===== src/rtl/wave_gen_pkg.sv =====
// rtl/wave_gen_pkg.sv - shared button indices, channel FSM encoding and helpers
package wave_gen_pkg;

    localparam int BTN_UP     = 0;
    localparam int BTN_DOWN   = 1;
    localparam int BTN_LEFT   = 2;
    localparam int BTN_RIGHT  = 3;
    localparam int BTN_CENTER = 4;
    localparam int NUM_BTN    = 5;

    typedef enum logic [1:0] {
        ST_IDLE   = 2'd0,
        ST_DELAY  = 2'd1,
        ST_REPEAT = 2'd2
    } btn_state_t;

    function automatic int max_int(input int a, input int b);
        return (a > b) ? a : b;
    endfunction

endpackage


===== src/rtl/btn_channel.sv =====
// rtl/btn_channel.sv - one button: synchronizer, debounce and press/auto-repeat FSM
module btn_channel
    import wave_gen_pkg::*;
#(
    parameter int DEB_CYC         = 20,
    parameter int REPEAT_DELAY_MS = 5,
    parameter int REPEAT_RATE_MS  = 2
) (
    input  logic clk,
    input  logic rst_n,
    input  logic raw,
    input  logic ms_tick,
    input  logic repeat_en,
    output logic level,
    output logic pulse
);

    localparam int DW = $clog2(DEB_CYC + 1);
    localparam int TW = $clog2(max_int(REPEAT_DELAY_MS, REPEAT_RATE_MS)) + 1;
    localparam logic [DW-1:0] DEB_LAST   = DW'(DEB_CYC - 1);
    localparam logic [TW-1:0] DELAY_LAST = TW'(REPEAT_DELAY_MS - 1);
    localparam logic [TW-1:0] RATE_LAST  = TW'(REPEAT_RATE_MS - 1);

    logic [1:0]    sync_q;
    logic [DW-1:0] deb_cnt;
    logic          deb_flip;
    logic          level_next;
    btn_state_t    state, state_next;
    logic [TW-1:0] tick_cnt, tick_cnt_next;
    logic          pulse_next;

    // Level flips when the synchronized input has disagreed for DEB_CYC evaluations.
    assign deb_flip   = (sync_q[1] != level) && (deb_cnt == DEB_LAST);
    assign level_next = level ^ deb_flip;

    // Two-flop synchronizer for the asynchronous push-button.
    always_ff @(posedge clk or negedge rst_n) begin
        if (!rst_n) begin
            sync_q <= '0;
        end else begin
            sync_q <= {sync_q[0], raw};
        end
    end

    // Debounce counter: runs while input and level disagree, clears on agreement or flip.
    always_ff @(posedge clk or negedge rst_n) begin
        if (!rst_n) begin
            deb_cnt <= '0;
            level   <= 1'b0;
        end else begin
            level <= level_next;
            if ((sync_q[1] == level) || deb_flip) begin
                deb_cnt <= '0;
            end else begin
                deb_cnt <= deb_cnt + 1'b1;
            end
        end
    end

    // Repeat FSM state, tick counter and registered pulse.
    always_ff @(posedge clk or negedge rst_n) begin
        if (!rst_n) begin
            state    <= ST_IDLE;
            tick_cnt <= '0;
            pulse    <= 1'b0;
        end else begin
            state    <= state_next;
            tick_cnt <= tick_cnt_next;
            pulse    <= pulse_next;
        end
    end

    // Next state works from level_next so the press pulse lands with the new level.
    always_comb begin
        state_next    = state;
        tick_cnt_next = tick_cnt;
        pulse_next    = 1'b0;
        if (!level_next) begin
            state_next    = ST_IDLE;
            tick_cnt_next = '0;
        end else begin
            case (state)
                ST_IDLE: begin
                    if (!level) begin
                        pulse_next    = 1'b1;
                        state_next    = ST_DELAY;
                        tick_cnt_next = '0;
                    end
                end
                ST_DELAY: begin
                    if (ms_tick && repeat_en) begin
                        if (tick_cnt == DELAY_LAST) begin
                            pulse_next    = 1'b1;
                            state_next    = ST_REPEAT;
                            tick_cnt_next = '0;
                        end else begin
                            tick_cnt_next = tick_cnt + 1'b1;
                        end
                    end
                end
                ST_REPEAT: begin
                    if (ms_tick) begin
                        if (tick_cnt == RATE_LAST) begin
                            pulse_next    = 1'b1;
                            tick_cnt_next = '0;
                        end else begin
                            tick_cnt_next = tick_cnt + 1'b1;
                        end
                    end
                end
                default: begin
                    state_next    = ST_IDLE;
                    tick_cnt_next = '0;
                end
            endcase
        end
    end

endmodule


===== src/rtl/button_conditioner.sv =====
// rtl/button_conditioner.sv - shared ms tick plus five independent button channels
module button_conditioner
    import wave_gen_pkg::*;
#(
    parameter int                 CLK_HZ          = 100000000,
    parameter int                 DEBOUNCE_MS     = 10,
    parameter int                 REPEAT_DELAY_MS = 500,
    parameter int                 REPEAT_RATE_MS  = 100,
    parameter logic [NUM_BTN-1:0] REPEAT_MASK     = 5'b00011
) (
    input  logic               clk,
    input  logic               rst_n,
    input  logic [NUM_BTN-1:0] btn_raw,
    output logic [NUM_BTN-1:0] btn_pulse,
    output logic [NUM_BTN-1:0] btn_level
);

    localparam int TICK_DIV = CLK_HZ / 1000;
    localparam int DEB_CYC  = TICK_DIV * DEBOUNCE_MS;
    localparam int MW       = $clog2(TICK_DIV + 1);
    localparam logic [MW-1:0] MS_LAST = MW'(TICK_DIV - 1);

    logic [MW-1:0] ms_cnt;
    logic          ms_tick;

    // Free-running millisecond divider producing a one-cycle tick.
    always_ff @(posedge clk or negedge rst_n) begin
        if (!rst_n) begin
            ms_cnt  <= '0;
            ms_tick <= 1'b0;
        end else if (ms_cnt == MS_LAST) begin
            ms_cnt  <= '0;
            ms_tick <= 1'b1;
        end else begin
            ms_cnt  <= ms_cnt + 1'b1;
            ms_tick <= 1'b0;
        end
    end

    for (genvar i = 0; i < NUM_BTN; i++) begin : g_chan
        btn_channel #(
            .DEB_CYC        (DEB_CYC),
            .REPEAT_DELAY_MS(REPEAT_DELAY_MS),
            .REPEAT_RATE_MS (REPEAT_RATE_MS)
        ) u_chan (
            .clk      (clk),
            .rst_n    (rst_n),
            .raw      (btn_raw[i]),
            .ms_tick  (ms_tick),
            .repeat_en(REPEAT_MASK[i]),
            .level    (btn_level[i]),
            .pulse    (btn_pulse[i])
        );
    end

endmodule


===== config.mk =====
export PLATFORM = sky130hd
export DESIGN_NAME = button_conditioner
export DESIGN_NICKNAME = d
export VERILOG_FILES = /design/src/rtl/wave_gen_pkg.sv /design/src/rtl/btn_channel.sv /design/src/rtl/button_conditioner.sv
export SDC_FILE = /design/constraint.sdc
export NUM_CORES = 1
export LEC_CHECK = 0
export ABC_CLOCK_PERIOD_IN_PS = 2700
export BUFFER_PORTS_ARGS = -buffer_cell sky130_fd_sc_hd__buf_2
export CORE_ASPECT_RATIO = 0.8
export CORE_MARGIN = 1
export CORE_UTILIZATION = 40
export CTS_BUF_LIST = sky130_fd_sc_hd__clkbuf_8
export CTS_CLUSTER_SIZE = 30
export DETAILED_ROUTE_END_ITERATION = 10
export PLACE_DENSITY_LB_ADDON = 0.2
export SLEW_MARGIN = 20
export SYNTH_ARGS = -nofsm -noshare
export SYNTH_HDL_FRONTEND = slang
export SYNTH_SLANG_ARGS = --single-unit

===== constraint.sdc =====
create_clock -name clk -period 2.7 [get_ports clk]
set_input_delay 0 -clock clk [delete_from_list [all_inputs] [get_ports clk]]
set_output_delay 0 -clock clk [all_outputs]
set_load 0.01 [all_outputs]

# After elaboration in Yosys (flattened, before gate mapping)
# Index checks and enable logic that the tools add are counted.
[word_totals] ff_bits=198 output_inout_bits=10 in_bits=7 mem_count=0 mem_bits_ro=0 latchBits=0 ram_bits=0
[op_classes] n_div=0 eq_ne=55 addsub=11 magnitude_cmp=0 n_mul=0 n_mux=84 reduce_logical=28 n_bitwise=5 shifts=0
[ops] op="10-bit 2-to-1 mux" count=24
[ops] op="10-bit case mux with 3 select lines" count=5
[ops] op="20-bit by 1-bit adder with 20-bit output, second input constant" count=5
[ops] op="20-bit == test, second input constant" count=5
[ops] op="20-bit 2-to-1 mux" count=5
[ops] op="10-bit by 1-bit adder with 10-bit output, second input constant" count=5
[ops] op="10-bit by 7-bit == test with 1-bit output, second input constant" count=5
[ops] op="3-bit != test, second input constant" count=14
[ops] op="2-bit 2-to-1 mux" count=14
[ops] op="1-bit 2-to-1 mux" count=25
[ops] op="10-bit by 9-bit == test with 1-bit output, second input constant" count=2
[ops] op="17-bit by 1-bit adder with 17-bit output, second input constant" count=1
[ops] op="17-bit == test, second input constant" count=1
[ops] op="17-bit 2-to-1 mux" count=1
[ops] op="2-bit != test, second input constant" count=8
[ops] op="3-bit AND reduction" count=5
[ops] op="2-bit case mux with 2 select lines" count=3
[ops] op="2-bit case mux with 3 select lines" count=2
[ops] op="2-bit by 1-bit == test with 1-bit output, second input constant" count=5
[ops] op="2-bit == test, second input constant" count=5
[ops] op="2-bit logical NOT" count=5
[ops] op="4-bit AND reduction" count=2
[ops] op="1-bit case mux with 2 select lines" count=3
[ops] op="1-bit case mux with 3 select lines" count=2
[ops] op="7 further kinds" count=31

# Depth between registers and ports, before layout
[logic_depth] word_depth=5 ltp_mapped=9 mapped_depth_nobuf=8

# Modules after synthesis
# From an unflattened synthesis, not the netlist that was laid out.
[hier_totals] cells_unflattened=1142 area_unflattened_um2=10885.4
[by_module_without_submodules] mod="btn_channel" cells_each=213 area_each_um2=2011.9 n_inst=5 seq_area_each_um2=900.9
[by_module_without_submodules] mod="button_conditioner" cells_each=77 area_each_um2=825.8 n_inst=1 seq_area_each_um2=450.4

# Worst setup path after synthesis
# OpenSTA, ideal clock, no wires.
[synth_path] path_type="register to register" from="register g_chan[1].u_chan.deb_cnt[7]" to="register g_chan[1].u_chan.tick_cnt[2]" setup_ns=0.101 arrival_time_ns=2.328 n_path_buf=1 required_ns=2.599 setup_slack_ns=0.271 synth_period_minus_slack_ns=2.429 path_stages_with_launch=8 path_cell_list="dfrtp_1 or4b_1 or4_4 or3_4 a21oi_4 nand2b_1 buf_6 o311ai_2"
[synth_between] elab_chain_cells=5
[synth_lines] element="start: declaration" line="btn_channel.sv:25" source="logic [DW-1:0] deb_cnt;"
[synth_lines] element="start signal: assignment" line="btn_channel.sv:55" source="deb_cnt <= deb_cnt + 1'b1;"
[synth_lines] element="20-bit == test *" line="btn_channel.sv:33" source="assign deb_flip = (sync_q[1] != level) && (deb_cnt == DEB_LAST);"
[synth_lines] element="1-bit logical AND *" line="btn_channel.sv:33"
[synth_lines] element="1-bit bitwise XOR *" line="btn_channel.sv:34" source="assign level_next = level ^ deb_flip;"
[synth_lines] element="3-bit != test (no source line)"
[synth_lines] element="3-bit AND reduction (no source line)"
[synth_lines] element="end signal: assignment" line="btn_channel.sv:68" source="tick_cnt <= tick_cnt_next;"
[synth_lines] element="end: declaration" line="btn_channel.sv:29" source="logic [TW-1:0] tick_cnt, tick_cnt_next;"
# Every way passes the cells marked *; elsewhere a longest branch is shown, timed or not.
# A chain may end at the register's enable or synchronous reset.

# Worst setup path in the final report
[layout_path] from="register g_chan[1].u_chan.deb_cnt[8]" to="register g_chan[1].u_chan.tick_cnt[9]"
# Same word-level chain as after synthesis.

==> results.txt <==
----------------------------------------------------
[Timing]
  Portion of the clock cycle consumed by the worst path in the final layout ... approximately 95%
  Final setup violating endpoints ... 0
  Post-route worst setup slack ... between 100 and 150 ps
  Setup TNS ... 0 ps
  Hold violation count in the final report ... 0
  Number of max-slew violations in the final report ... 0
  Setup repair after global routing missed its margin ... no
  Transition time at the pin with the least slew margin ... 732.6 ps
  Final min period ... about 2600 ps
  Max Clock Freq ... 390.9 MHz
  Max-Slew Margin vs Limit ... 51.16%
  Final worst hold slack ... around 120 ps
  Maximum clock skew at final layout ... 13.65 ps

[Final layout]
  Layout area overhead ... 11.67%
  Most common library cell in the layout ignoring fill and taps ... dfrtp_1
  Non-filler instance count after layout ... approximately 1,100
  Final-layout fill cell count ... approximately 1,900
  Post-route cell area ... 0.008942 mm^2
  Utilization after layout ... 46.30%
  Number of nets in the final layout ... 870
  Fraction of final layout cells sized beyond drive strength 1 ... ~10%
  Diode count ... 0
  Top library cells by usage in the layout, fill and taps aside ... dfrtp_1, nor2_1, nand3_1

[Placement]
  Half-perimeter wire length after detailed placement ... 9479 um
  Final weighted congestion of routability-driven global placement ... 0.7642
  Instance area at placement ... 0.008434 mm^2
  Port buffer count ... 16
  Setup WS pre-CTS ... around 23 ps
  Cell count after placement ... 1,078

[Clock network]
  CTS max path bufs ... 2
  Post-CTS setup repair buffer count ... 0
  Clock tree root driver cell ... clkbuf_8
  Register clock-pin slew on the reported worst setup and hold paths ... 100 ps
  TritonCTS clock tree ... built
  Insertion delay to the later sink of the worst-skew pair ... roughly 460 ps
  Number of H-tree levels ... 4
  Number of sinks on the clock net ... 165
  Number of buffers added by the clock tree synthesis step ... 17

[Logic synthesis]
  Top-area cell type share of the netlist area ... 51.56%
  Library cell occupying the most area in the post-synthesis netlist ... dfrtp_1
  Flip-flop and latch count after synthesis ... 165
  Yosys warning count ... 0
  Post-Synthesis Cells ... 808
  Synth Net Count ... 833
  Share of async-settable or async-resettable flops after synthesis ... 100.0%
  Post-synthesis sequential area ratio ... 51.56%
  Mean instance size in the synthesized netlist ... 9.910 um^2
  Area contributors post-synth ... dfrtp_1, nor2_1, xor2_1
  Number of enable flip-flop cells after synthesis ... 0
  Main flop type after synthesis ... dfrtp_1
  Number of distinct standard cells referenced by the synthesized netlist ... 49
  Cell area after technology mapping ... 0.008008 mm^2

[Worst setup path]
  Kind of critical path ... reg2reg
  Data arrival time at the worst-slack endpoint ... 2930 ps
  Highest fanout seen on the critical path ... 9
  Required time of the critical path ... 3070 ps
  CP Capture Type ... register
  Kind of start point of the critical path ... register

[Pwr]
  Part of the power in registers ... about 54%
  Static leakage power ... 3.890 nW
  Pwr dens ... about 520 mW/mm^2
  Overall power after layout ... 4.638 mW
  Power Internal ... between 3 and 4 mW
  Relative contribution of the clock network to total power ... a little over two fifths
  Combinational group share of total power ... 2.8%
  Maximum ir drop on the vdd rail ... between 200 and 300 uV
  Total net switching power ... 1.059 mW
  Switching power as a share of total power ... 22.84%

[Global route]
  Number of antenna violations at the first check in global routing ... 0
  Total grt overflow ... 0
  Global-route wire length before repair ... roughly 25,000 um
  Combined global-route utilization of all metal layers ... 14.86%
  Vias in the first global route ... between 5,000 and 6,000
  Largest net degree at the start of global routing ... 80

[Outcome]
  Status ... complete, no violations

[Die]
  Initial core utilization ... between 40 and 50%
  Core outline area ... 0.01931 mm^2
  Die area ... 0.02059 mm^2
  Rows ... 45
  # IOs ... 17
  Die boundary width ... ~160 um
  Die outline height ... 128.6 um

[Min path]
  Class of the tightest hold or removal check ... in2async

[Routing]
  Detail-routed net length per standard cell ... 12.53 um
  Remaining routing DRC violations ... 0
  Wire length after detailed routing ... 13,980 um
  Number of detailed-routing iterations run before antenna repair ... 4
  Vias per std cell ... 4.932
  Post-route ant nets ... 0
  Via Count ... 5,504
  Number of DRC markers in iteration 0 ... around 330

[Flow run]
  Maximum Capacitance Violations ... 0

----------------------------------------------------
metal layers:
| layer | vias up | global-route usage [%] | part of all wire (%) |
|---|---|---|---|
| met5 | - | 0 | 0 |
| li1 | 2815 | - | - |
| met1 | 2638 | 21.19 | 54 |
| met2 | 40 | 22.20 | 42 |
| met3 | 11 | 3.578 | 2.3 |
| met4 | 0 | 4.874 | 1.3 |
sequential cells by signal, indices dropped and copies added, names as in the netlist:
register and cells:
g_chan.u_chan.deb_cnt 100, g_chan.u_chan.state 7, g_chan.u_chan.sync_q 10, g_chan.u_chan.level 5, ms_cnt 17, g_chan.u_chan.pulse 5, ms_tick 1, g_chan.u_chan.tick_cnt 20
worst paths after layout:
| kind | startpoint | to | slack (ps) | cells after the start |
|---|---|---|---|---|
| setup / recovery | g_chan[1].u_chan.deb_cnt[8] | g_chan[1].u_chan.tick_cnt[9] | 140 | 6 |
| hold / removal | rst_n | g_chan[4].u_chan.deb_cnt[7] | 120 | 2 |
| setup reg to reg | g_chan[1].u_chan.deb_cnt[8] | g_chan[1].u_chan.tick_cnt[9] | 140 | 6 |
| hold reg to reg | g_chan[2].u_chan.sync_q[0] | g_chan[2].u_chan.sync_q[1] | 350 | 0 |
| max in group asynchronous | rst_n | ms_cnt[3] | 1750 | 3 |
| min in group clk | btn_raw[1] | g_chan[1].u_chan.sync_q[0] | 180 | 2 |
power by group through the flow:
stage / registers [mW] / clock network [mW] / logic, mW
floorplan: 2.56 / 0 / 0.0498
global placement: 2.56 / 0 / 0.129
detailed placement: 2.57 / 0 / 0.129
CTS: 2.52 / 2.07 / 0.136
global route: 2.52 / 2.17 / 0.151
finish: 2.52 / 1.99 / 0.129
synthesized netlist by cell type, types with 2 or more instances:
cell type and instances:
a41oi_1 2, or2_2 3, inv_1 23, nor4_1 8
buf_4 10, o21ai_0 18, nand4_1 16, and3_1 30
a211oi_1 3, and4_1 7, mux2i_1 6, dfrtp_1 165
nand3_1 67, a31oi_1 5, o21ai_1 6, and2_1 12
nand2b_1 4, nor4b_1 8, or3_1 8, clkbuf_1 13
xor2_1 53, a21oi_1 16, xnor2_1 51, nand3b_1 6
nor3_1 17, mux2_2 3, nor2_1 139, ha_1 18
nor2b_1 8, nor3b_1 2, a21boi_0 3, o31ai_2 6
a22oi_1 4, nand2_1 53
repair_timing:
item,in CTS,in global routing
hold buffers,6,0
hold endpoints to repair,79,0
resized for setup,0,1
endpoints found under the setup margin,0,8
critical path, stage by stage, from the launching register on:
cell and delay, ps:
dfrtp_1 430, or4b_1 510, or4_4 450, or2_1 250, o221a_2 280, nand2b_2 300, o31ai_2 260
cells by family after synthesis:
group / synth area share [%]
flip-flops: 51.56
AO/OA/AOI/OAI: 5.750
buffers and inverters: 2.828
XOR/XNOR: 11.38
multiplexers: 1.172
adder cells (fa/ha/maj): 2.813
AND/OR/NAND/NOR: 24.50
layout make-up:
class	instances	area [um^2]	share of cell area [%]
flip-flops and latches	165	4129	46.17
multi-input cells	595	3655	40.87
well taps	258	322.8	3.610
repair buffers	43	304.0	3.400
clock buffers	18	247.7	2.770
clock inverters	14	197.7	2.211
inverters	23	86.33	0.9654
(Power assumes the default switching activity.)
